$ cat src/rtl/sr_latch_driver.sv
// sr_latch_driver: accepts set/reset requests and sequences S/R/E (setup, enable pulse, hold)
// for a gated SR latch. Optional Q tracking/checking is enabled by `define SR_DRV_QMODEL_EN.
module sr_latch_driver #(
   parameter int SETUP_CYC = 1,
   parameter int PULSE_CYC = 2,
   parameter int HOLD_CYC  = 1,
   parameter int CNT_W     = 8
) (
   input  logic             clk,
   input  logic             rst,
   input  logic             req_valid,
   output logic             req_ready,
   input  logic             set_req,
   input  logic             rst_req,
   output logic             S,
   output logic             R,
   output logic             E,
   output logic             busy,
   output logic [CNT_W-1:0] cmd_cnt,
   output logic [CNT_W-1:0] illegal_cnt,
   output logic             q_model,
   input  logic             Q,
   output logic             q_mismatch,
   output logic [1:0]       o_dbg_state
);

   typedef enum logic [1:0] {
      ST_IDLE  = 2'd0,
      ST_SETUP = 2'd1,
      ST_PULSE = 2'd2,
      ST_HOLD  = 2'd3
   } state_t;

   localparam int               PULSE_EFF  = (PULSE_CYC < 1) ? 1 : PULSE_CYC;
   localparam logic [15:0]      SETUP_LAST = 16'(SETUP_CYC - 1);
   localparam logic [15:0]      PULSE_LAST = 16'(PULSE_EFF - 1);
   localparam logic [15:0]      HOLD_LAST  = 16'(HOLD_CYC - 1);
   localparam logic [CNT_W-1:0] CNT_ONE    = CNT_W'(1);

   state_t           r_state, w_state_nxt;
   logic [15:0]      r_cnt, w_cnt_nxt;
   logic             r_dir, w_dir_nxt;
   logic             r_s, r_r, r_e;
   logic             w_s_nxt, w_r_nxt, w_e_nxt;
   logic [CNT_W-1:0] r_cmd_cnt, r_illegal_cnt;
   logic             w_accept, w_is_set, w_is_rst, w_illegal, w_enter_pulse;

   // Valid/ready: a request transfers on a clk edge where req_valid & req_ready; req_ready is
   // high exactly in IDLE, and set_req/rst_req are only looked at on that edge.
   assign req_ready = (r_state == ST_IDLE);
   assign busy      = (r_state != ST_IDLE);
   assign w_accept  = req_valid && (r_state == ST_IDLE);
   assign w_is_set  = set_req && !rst_req;
   assign w_is_rst  = rst_req && !set_req;
   assign w_illegal = set_req && rst_req;

   always_comb begin
      w_state_nxt = r_state;
      w_cnt_nxt   = r_cnt;
      w_dir_nxt   = r_dir;
      case (r_state)
         ST_IDLE: begin
            if (w_accept && (w_is_set || w_is_rst)) begin
               w_dir_nxt   = w_is_set;
               w_cnt_nxt   = '0;
               w_state_nxt = (SETUP_CYC > 0) ? ST_SETUP : ST_PULSE;
            end
         end
         ST_SETUP: begin
            if (r_cnt == SETUP_LAST) begin
               w_state_nxt = ST_PULSE;
               w_cnt_nxt   = '0;
            end else begin
               w_cnt_nxt = r_cnt + 16'd1;
            end
         end
         ST_PULSE: begin
            if (r_cnt == PULSE_LAST) begin
               w_state_nxt = (HOLD_CYC > 0) ? ST_HOLD : ST_IDLE;
               w_cnt_nxt   = '0;
            end else begin
               w_cnt_nxt = r_cnt + 16'd1;
            end
         end
         ST_HOLD: begin
            if (r_cnt == HOLD_LAST) begin
               w_state_nxt = ST_IDLE;
               w_cnt_nxt   = '0;
            end else begin
               w_cnt_nxt = r_cnt + 16'd1;
            end
         end
         default: begin
            w_state_nxt = ST_IDLE;
            w_cnt_nxt   = '0;
         end
      endcase
      // Outputs are registered from the next state so S/R/E line up with the state register.
      w_s_nxt       = (w_state_nxt != ST_IDLE) && w_dir_nxt;
      w_r_nxt       = (w_state_nxt != ST_IDLE) && !w_dir_nxt;
      w_e_nxt       = (w_state_nxt == ST_PULSE);
      w_enter_pulse = (w_state_nxt == ST_PULSE) && (r_state != ST_PULSE);
   end

   always_ff @(posedge clk) begin
      if (rst) begin
         r_state       <= ST_IDLE;
         r_cnt         <= '0;
         r_dir         <= 1'b0;
         r_s           <= 1'b0;
         r_r           <= 1'b0;
         r_e           <= 1'b0;
         r_cmd_cnt     <= '0;
         r_illegal_cnt <= '0;
      end else begin
         r_state <= w_state_nxt;
         r_cnt   <= w_cnt_nxt;
         r_dir   <= w_dir_nxt;
         r_s     <= w_s_nxt;
         r_r     <= w_r_nxt;
         r_e     <= w_e_nxt;
         if (w_enter_pulse)
            r_cmd_cnt <= r_cmd_cnt + CNT_ONE;
         if (w_accept && w_illegal && (r_illegal_cnt != '1))
            r_illegal_cnt <= r_illegal_cnt + CNT_ONE;
      end
   end

   assign S           = r_s;
   assign R           = r_r;
   assign E           = r_e;
   assign cmd_cnt     = r_cmd_cnt;
   assign illegal_cnt = r_illegal_cnt;
   assign o_dbg_state = r_state;

`ifdef SR_DRV_QMODEL_EN
   logic r_q_pend, r_q_pend_val, r_q_model, r_q_mismatch;

   // q_model lands one cycle after E falls; Q is not compared while that update is pending,
   // because the latch already followed the pulse.
   always_ff @(posedge clk) begin
      if (rst) begin
         r_q_pend     <= 1'b0;
         r_q_pend_val <= 1'b0;
         r_q_model    <= 1'b0;
         r_q_mismatch <= 1'b0;
      end else begin
         r_q_pend <= (r_state == ST_PULSE) && (w_state_nxt != ST_PULSE);
         if ((r_state == ST_PULSE) && (w_state_nxt != ST_PULSE))
            r_q_pend_val <= r_dir;
         if (r_q_pend)
            r_q_model <= r_q_pend_val;
         if ((r_state == ST_IDLE) && !r_q_pend && (Q != r_q_model))
            r_q_mismatch <= 1'b1;
      end
   end

   assign q_model    = r_q_model;
   assign q_mismatch = r_q_mismatch;
`else
   logic w_unused_q;
   assign w_unused_q = Q;
   assign q_model    = 1'b0;
   assign q_mismatch = 1'b0;
`endif

endmodule
$ cat config.mk
export PLATFORM = sky130hd
export DESIGN_NAME = sr_latch_driver
export DESIGN_NICKNAME = d
export VERILOG_FILES = /design/src/rtl/sr_latch_driver.sv
export SDC_FILE = /design/constraint.sdc
export NUM_CORES = 1
export LEC_CHECK = 0
export BUFFER_PORTS_ARGS = -buffer_cell sky130_fd_sc_hd__buf_2
export CAP_MARGIN = 0
export CORE_MARGIN = 8
export CORE_UTILIZATION = 42
export DETAILED_ROUTE_END_ITERATION = 6
export PLACE_DENSITY_LB_ADDON = 0.2
export SYNTH_ARGS = -nofsm -noshare
export SYNTH_HDL_FRONTEND = slang
export SYNTH_SLANG_ARGS = --single-unit
$ cat constraint.sdc
create_clock -name clk -period 2.4 [get_ports clk]
set_clock_uncertainty 0.1 [all_clocks]
set_input_delay 0.48 -clock clk [delete_from_list [all_inputs] [get_ports clk]]
set_output_delay 0.48 -clock clk [all_outputs]
set_load 0.02 [all_outputs]
After elaboration in Yosys (flattened, before gate mapping) --
Index checks and enable logic that the tools add are counted.
Storage, ports and cells: input port bits 6, register bits 38, logic and storage cells 49, output and inout bits 25
Cells by class: reductions and logical operators 19, equal/unequal tests 8, mux-type cells 11, $add $sub $neg 3
Operators by type and width (count):
- 2-to-1 mux 16 bit | 3
- case mux 16 bit (3 select lines) | 1
- adder 16 x 1 -> 16 bit (second input constant) | 1
- adder 8 x 1 -> 8 bit (second input constant) | 2
- == test 16 x 1 -> 1 bit (second input constant) | 1
- logical NOT 16 bit | 1
- logical AND 1 bit | 10
- 2-to-1 mux 2 bit | 4
- != test 8 bit (second input constant) | 1
- case mux 2 bit (4 select lines) | 1
- == test 2 bit (second input constant) | 3
- nonzero test 2 bit | 2
- logical NOT 1 bit | 3
- == test 2 x 1 -> 1 bit (second input constant) | 1
- logical NOT 2 bit | 1
- 2-to-1 mux 1 bit | 2
- != test 2 x 1 -> 1 bit (second input constant) | 1
- != test 2 bit (second input constant) | 1
- OR reduction 2 bit | 1
- logical OR 1 bit | 1

Longest topological paths before layout --
Gate-level depths: netlist of the first run.
depth in word-level cells 8, gate-level depth with buffers 9, gate-level depth less buffers 7

Worst setup path before layout of the first run --
Ideal clock, no wire load.
path kind flip-flop to flip-flop, start point reg r_state[1], in the netlist o_dbg_state[1], end point reg r_cnt[7], path buffers 3, setup slack 118 ps, arrival 2108 ps, period minus slack after synthesis 2282 ps, setup time 74 ps, required time 2226 ps, stages on the path, launching flop included 9, cell sequence dfxtp_1 > clkbuf_1 > nor2_1 > a41oi_1 > and2_1 > clkbuf_1 > clkbuf_1 > o21ai_0 > a31oi_1
Between the ends: cells in the longest elaborated chain, start to end 4, elaborated cells on any way between the ends 9, classes of those cells eq/ne: 4; mux: 1; reduce/logical: 4
Ends and longest elaborated chain:
- start, declared | line 40 | state_t r_state, w_state_nxt;
- start signal, assigned | line 116 | r_state <= w_state_nxt;
- logical NOT 2 bit *
- named net req_ready | line 12 | output logic req_ready,
- logical AND 1 bit | line 52 | assign w_accept = req_valid && (r_state == ST_IDLE);
- logical AND 1 bit | line 63 | if (w_accept && (w_is_set || w_is_rst)) begin
- != test 2 x 1 -> 1 bit (no source line)
- end signal, assigned | line 117 | r_cnt <= w_cnt_nxt;
- end, declared | line 41 | logic [15:0] r_cnt, w_cnt_nxt;
The timed path passes the listed nets; every way through them passes the cells marked *. A chain may end at the register's enable or synchronous reset.

Worst setup path after layout of the first run --
start point reg r_cnt[4], end point reg r_cmd_cnt[7], in the netlist cmd_cnt[7]
Between the ends: cells in the longest elaborated chain, start to end 5, elaborated cells on any way between the ends 8, classes of those cells eq/ne: 2; mux: 4; reduce/logical: 2
Ends and longest elaborated chain:
- == test 16 x 1 -> 1 bit or logical NOT 16 bit (tied branches) | line 78, 70, 86
- 2-to-1 mux 2 bit (on tied branches) | line 78, 70, 86
- case mux 2 bit (4 select lines) * | line 61 | case (r_state)
- == test 2 bit * | line 102 | w_enter_pulse = (w_state_nxt == ST_PULSE) && (r_state != ST_PULSE);
- logical AND 1 bit * | line 102
- end signal, assigned | line 123 | r_cmd_cnt <= r_cmd_cnt + CNT_ONE;
- end, declared | line 45 | logic [CNT_W-1:0] r_cmd_cnt, r_illegal_cnt;
Mark *: on every way between the ends. The rest lies on a longest branch, timed or not.

==> impl_metrics.yaml, run 1 <==
synthesis:
  syn_avg_cell_area_sq_um: 8.38
  ys_seq_area_share_pct: 38.3
  synth_cell_types: 44
  synth_edf_count: 0
  async_flop_share_pct: 0
  yosys_warnings: 0
  synth_seq_cells: 38
  synth_top_cell_by_area: "dfxtp_1"
  ys_dominant_reg_cell: "dfxtp_1"
  synth_top_area_share_pct: 38.3
  netlist_instances: 237
  netlist_area_sq_mm: 0.00199
  synth.top_cells.by_area: "dfxtp_1 38%, a21oi_1 4.8%, nand2_1 4.5%"
sta:
  slew_viol_final: 0
  period_needed_ns: 2.24
  setup_tns_ns: 0
  hold_violations: 0
  max_freq_ghz: 0.447
  rsz0062_at_grt: "no"
  setup_viol: 0
  post-route-period-util_pct: 93.2
  relSlewSlack_pct: 61.6
  tightest_slew_ns: 0.571
layout:
  final_common_cell: "dfxtp_1"
  synthToLayoutAreaGrowth_pct: 18.5
  nets: 284
  layout_common_cells: "38 x dfxtp_1, 27 x buf_2, 24 x nand2_1"
  stdcell_count: 326
  final_area_sq_mm: 0.00235
  layout-drive-gt1-share_pct: 19.9
  nFillCells: 460
  antennaDiodeCount: 0
floorplanning:
  rows: 25
  core_sq_mm: 0.00463
  fp.dieH_um: 84.8
  die_w_um: 84.8
  dieArea_sq_mm: 0.00718
  io_pins: 31
  start_util_pct: 42.9
global_route:
  antenna_found_initial: 0
  overflow: 0
  grtUsageTotal_pct: 13.1
  grt_max_degree: 21
  grt_pass1_wl_um: 7940
  grt_pass1_vias: 1790
setup_path:
  worst_ep_required_time_ns: 2.52
  cp-startpoint: "r_cnt[4]$_SDFFE_PP0P_"
  start_kind: "register"
  arrival_ns: 2.36
  rr_worst_depth: 5
  rrSetupSlack_ns: 0.16
  r2r-end: "cmd_cnt[7]$_SDFFE_PP0P_"
  critPathMaxFanout: 7
  critPathCaptureType: "register"
  cp-endpoint: "cmd_cnt[7]$_SDFFE_PP0P_"
  reg2reg_from: "r_cnt[4]$_SDFFE_PP0P_"
  worstSetupPathType: "register to register"
power_and_ir_drop:
  power_density_mw_per_mm2: 714
  p_leak_nw: 0.949
  worst_ir_drop_vdd_uv: 486
detailed_routing:
  firstDrtPassIters: 4
  drc: 0
  drt-vias-per-instance: 5.56
  postRouteAntennaNets: 0
  first_iter_violations: 113
  routed_wl_um: 4430
  wl_per_cell_um: 13.6
  vias: 1814
clock_network:
  cts.sinks: 38
  cts_resized: 0
  post_cts_buffers: 0
  cts_tree: "yes"
  h-tree-depth: 2
  holdBufCountCts: 0
  clkTransAtPathRegs_ns: 0.07
  cts_buffers: 5
  cts_root_buffer: "clkbuf_8"
  clk_latency_ns: 0.29
  clk_path_buf_depth: 2
min_path:
  hold_path_class: "register to register"
placed_design:
  dp_cells: 318
  placed_area_sq_mm: 0.00221
  gp_congestion: 0.773
  dpl.hpwl_um: 3260
  portBuffers: 27
run_status:
  status: "finished clean"
job:
  maxCapViolations: 0
==> through the flow <==
step / setup slack [ns] / power, mW / hold slack [ns] / util, %
after floorplan: 0.118 / 0.914 / 0.374 / -
after CTS: 0.177 / 1.70 / 0.390 / 50.8
final: 0.164 / 1.68 / 0.383 / 50.8
after global routing: 0.0562 / 1.76 / 0.424 / 50.8
after detailed placement: 0.194 / 1.01 / 0.379 / 47.7
after global placement: 0.210 / 1.01 / 0.368 / 47.7
==> cells in the mapped netlist, types with 3 or more instances <==
library cell / instances
dfxtp_1: 38
nand2_1: 24
nor2_1: 21
a21oi_1: 19
nand3_1: 15
o21ai_0: 10
clkbuf_1: 8
inv_1: 8
ha_1: 7
a31oi_1: 6
a41oi_1: 6
nand4_1: 6
nor2b_1: 6
nor3_1: 6
nand2b_1: 4
or3_1: 4
xnor2_1: 4
xor2_1: 4
a311oi_1: 3
and2_1: 3
and3_1: 3
nor4_4: 3
or4_1: 3
==> cell type report <==
cell class | instances | area (sq um) | area share (%)
Clock buffer | 6 | 82.6 | 3.51
Timing Repair Buffer | 39 | 225 | 9.57
Inverter | 8 | 30.0 | 1.28
Clock inverter | 2 | 60.1 | 2.55
Sequential cell | 38 | 761 | 32.3
Multi-Input combinational cell | 179 | 1130 | 47.9
Tap cell | 54 | 67.6 | 2.87
==> kinds of logic after synthesis <==
| kind of cell | Yosys count | share of synthesized area [%] |
|---|---|---|
| compound gates | 54 | 17.4 |
| flops | 38 | 38.3 |
| xor+xnor | 8 | 3.53 |
| buf+inv | 21 | 5.17 |
| mux | 3 | 1.64 |
| simple gates | 105 | 29.4 |
| fa+ha+maj | 7 | 4.41 |
| other cells | 1 | 0.189 |
==> layer usage <==
| layer | wire [um] | vias to the layer above | global-route usage (%) |
|---|---|---|---|
| li1 | - | 925 | - |
| met1 | 2130 | 846 | 15.8 |
| met2 | 2080 | 38 | 21.9 |
| met3 | 192 | 5 | 3.80 |
| met4 | 35 | 0 | 3.88 |
| met5 | 0 | - | 0 |
==> state kept, by name, summed over array words and instances (netlist names) <==
register,cells
cmd_cnt,8
E,1
illegal_cnt,8
S,1
R,1
r_dir,1
r_cnt,16
o_dbg_state,2
==> worst max-delay path: stages (launching register included) <==
cell     delay (ns)
dfxtp_1        0.39
nor4_4         0.36
nand4_2        0.18
or3_1          0.47
or4_1          0.53
a21oi_1        0.15
==> report_power, final <==
part           switching, mW  internal [mW]  leakage, nW
combinational          0.199          0.118        0.571
clock                  0.235          0.444       0.0714
sequential            0.0256          0.656        0.307
total                  0.461           1.22        0.949
==> worst min path at each step <==
stage                            startpoint                       to  slack (ns)  cells after the start
floorplan                  r_dir$_SDFF_PP0_         r_dir$_SDFF_PP0_        0.37                      2
CTS                 cmd_cnt[7]$_SDFFE_PP0P_  cmd_cnt[7]$_SDFFE_PP0P_        0.39                      2
global route        cmd_cnt[7]$_SDFFE_PP0P_  cmd_cnt[7]$_SDFFE_PP0P_        0.42                      2
finish              cmd_cnt[7]$_SDFFE_PP0P_  cmd_cnt[7]$_SDFFE_PP0P_        0.38                      2
global placement    cmd_cnt[7]$_SDFFE_PP0P_  cmd_cnt[7]$_SDFFE_PP0P_        0.37                      2
detailed placement  cmd_cnt[7]$_SDFFE_PP0P_  cmd_cnt[7]$_SDFFE_PP0P_        0.38                      2
Note: power is estimated with default switching activity, not from simulation.
==> run 2: changes to the inputs <==
--- a/config.mk
+++ b/config.mk
@@ -9,8 +9,10 @@
 export CAP_MARGIN = 0
 export CORE_MARGIN = 8
 export CORE_UTILIZATION = 42
+export CTS_CLUSTER_SIZE = 16
 export DETAILED_ROUTE_END_ITERATION = 6
 export PLACE_DENSITY_LB_ADDON = 0.2
+export SETUP_SLACK_MARGIN = 0.3
 export SYNTH_ARGS = -nofsm -noshare
 export SYNTH_HDL_FRONTEND = slang
 export SYNTH_SLANG_ARGS = --single-unit
==> run 2 against run 1 <==
- register-to-register slack better by 0.14 ns
- non-clock buffer count grew 3
- sequential power about the same
==> impl_metrics.yaml, run 2 (synthesis gave the netlist of run 1 again) <==
setup_path:
  start_kind: "register"
  rr_worst_depth: 5
  critPathMaxFanout: 6
  path_cells: "nor4_4 -> nand4_2 -> or3_4 -> or4_4 -> a21oi_2"
  cp_slowest_cell: "or4_4"
  arrival_ns: 2.22
  crit_buf_inv: 0
  slowest_delay_ns: 0.49
  critPathCaptureType: "register"
  worstSetupPathType: "register to register"
  critPathTopFamily: "simple AND/OR/NAND/NOR gates"
  cp.depth: 5
  worst_ep_required_time_ns: 2.53
layout:
  antennaDiodeCount: 0
  nets: 287
  synthToLayoutAreaGrowth_pct: 18.8
  finish.utilization_pct: 51.0
  largest_reg_flops: 16
  layout_common_cells: "32 x dfxtp_1, 27 x buf_2, 23 x nand2_1"
  top_register: "r_cnt"
  layout-drive-gt1-share_pct: 25.1
  final_common_cell: "dfxtp_1"
min_path:
  hold_depth: 2
  hold_path_class: "register to register"
sta:
  period_needed_ns: 2.10
  slew_viol_final: 0
  setup_viol: 0
  post-route-period-util_pct: 87.3
  hold_violations: 0
  setup_tns_ns: 0
  max_freq_ghz: 0.477
  rsz0062_at_grt: "yes"
  finalWorstSetupSlack_ns: 0.305
placed_design:
  dpl.hpwl_um: 3150
  pre_cts_slack_ns: 0.220
  gp_congestion: 0.819
  portBuffers: 27
power_and_ir_drop:
  worst_ir_drop_vdd_uv: 352
  power_density_mw_per_mm2: 625
  finalPower_mw: 1.47
  p_leak_nw: 0.945
clock_network:
  cts_buffers: 5
  cts.sinks: 38
  clk_latency_ns: 0.29
  clkTransAtPathRegs_ns: 0.08
  clk_path_buf_depth: 2
  cts_root_buffer: "clkbuf_8"
  cts_tree: "yes"
  h-tree-depth: 2
floorplanning:
  dieArea_sq_mm: 0.00718
  fp.dieH_um: 84.8
  core_sq_mm: 0.00463
  rows: 25
  start_util_pct: 42.9
  io_pins: 31
  die_w_um: 84.8
global_route:
  overflow: 0
  grtUsageTotal_pct: 12.8
  grt_pass1_vias: 1712
  antenna_found_initial: 0
  grt_max_degree: 31
  grt_pass1_wl_um: 7540
detailed_routing:
  postRouteAntennaNets: 0
  vias: 1810
  routed_wl_um: 4340
  wl_per_cell_um: 13.2
  drc: 0
  drt-vias-per-instance: 5.50
  firstDrtPassIters: 4
  first_iter_violations: 82
run_status:
  status: "finished clean"
job:
  maxCapViolations: 0
-- run 2: cell count changes in the layout (fill, tap and decap cells not counted), moves of 2 or more --
cell,previous run,this run
dfxtp_2,0,5
bufinv_16,2,0
dfxtp_1,38,32
a21oi_2,0,2
buf_4,12,15
a21oi_1,19,17
-- run 2: final timing paths --
path                                              start                       to  slack [ns]
worst max-delay path              r_cnt[2]$_SDFFE_PP0P_  cmd_cnt[7]$_SDFFE_PP0P_        0.30
worst min-delay path            cmd_cnt[1]$_SDFFE_PP0P_  cmd_cnt[1]$_SDFFE_PP0P_        0.38
worst max register to register    r_cnt[2]$_SDFFE_PP0P_  cmd_cnt[7]$_SDFFE_PP0P_        0.30
worst min register to register  cmd_cnt[1]$_SDFFE_PP0P_  cmd_cnt[1]$_SDFFE_PP0P_        0.38
-- run 2: report_power, final --
group          total (mW)  internal (mW)  switching (mW)
clock network       0.451          0.232           0.219
registers           0.682          0.655          0.0264
logic               0.342          0.136           0.206
-- run 2: area by class of cell --
type	instances	area, sq um
Sequential cell	38	771
Fill cell	468	2270
Multi-Input combinational cell	179	1150
Tap cell	54	67.6
Clock inverter	1	5.00
Timing Repair Buffer	42	248
Clock buffer	7	86.3
Inverter	8	30.0
-- run 2: tightest hold or removal path, stage by stage, from the launching register on --
cell,delay [ns]
dfxtp_1,0.33
nand2_1,0.06
a21oi_1,0.05
-- run 2: stage by stage --
step	instances	cell area (sq um)	hold slack [ns]
2_1_floorplan	238	2000	0.374
3_3_place_gp	315	2190	0.367
3_5_place_dp	315	2190	0.371
4_1_cts	326	2310	0.383
5_1_grt	329	2360	0.411
6_report	329	2360	0.380
-- run 2: repair_timing --
item | in CTS | in global routing
gates resized for setup | 2 | 10
endpoints found under the setup margin | 3 | 7
pin swaps | 5 | 9
setup buffers | 3 | 3
hold buffers | 0 | 0
-- run 2: metal layers --
metal	vias to the layer above	global-route usage (%)	wire length, um
li1	930	-	-
met1	855	15.1	2120
met2	19	20.7	2000
met3	6	4.10	148
met4	0	5.83	75
met5	-	0	0
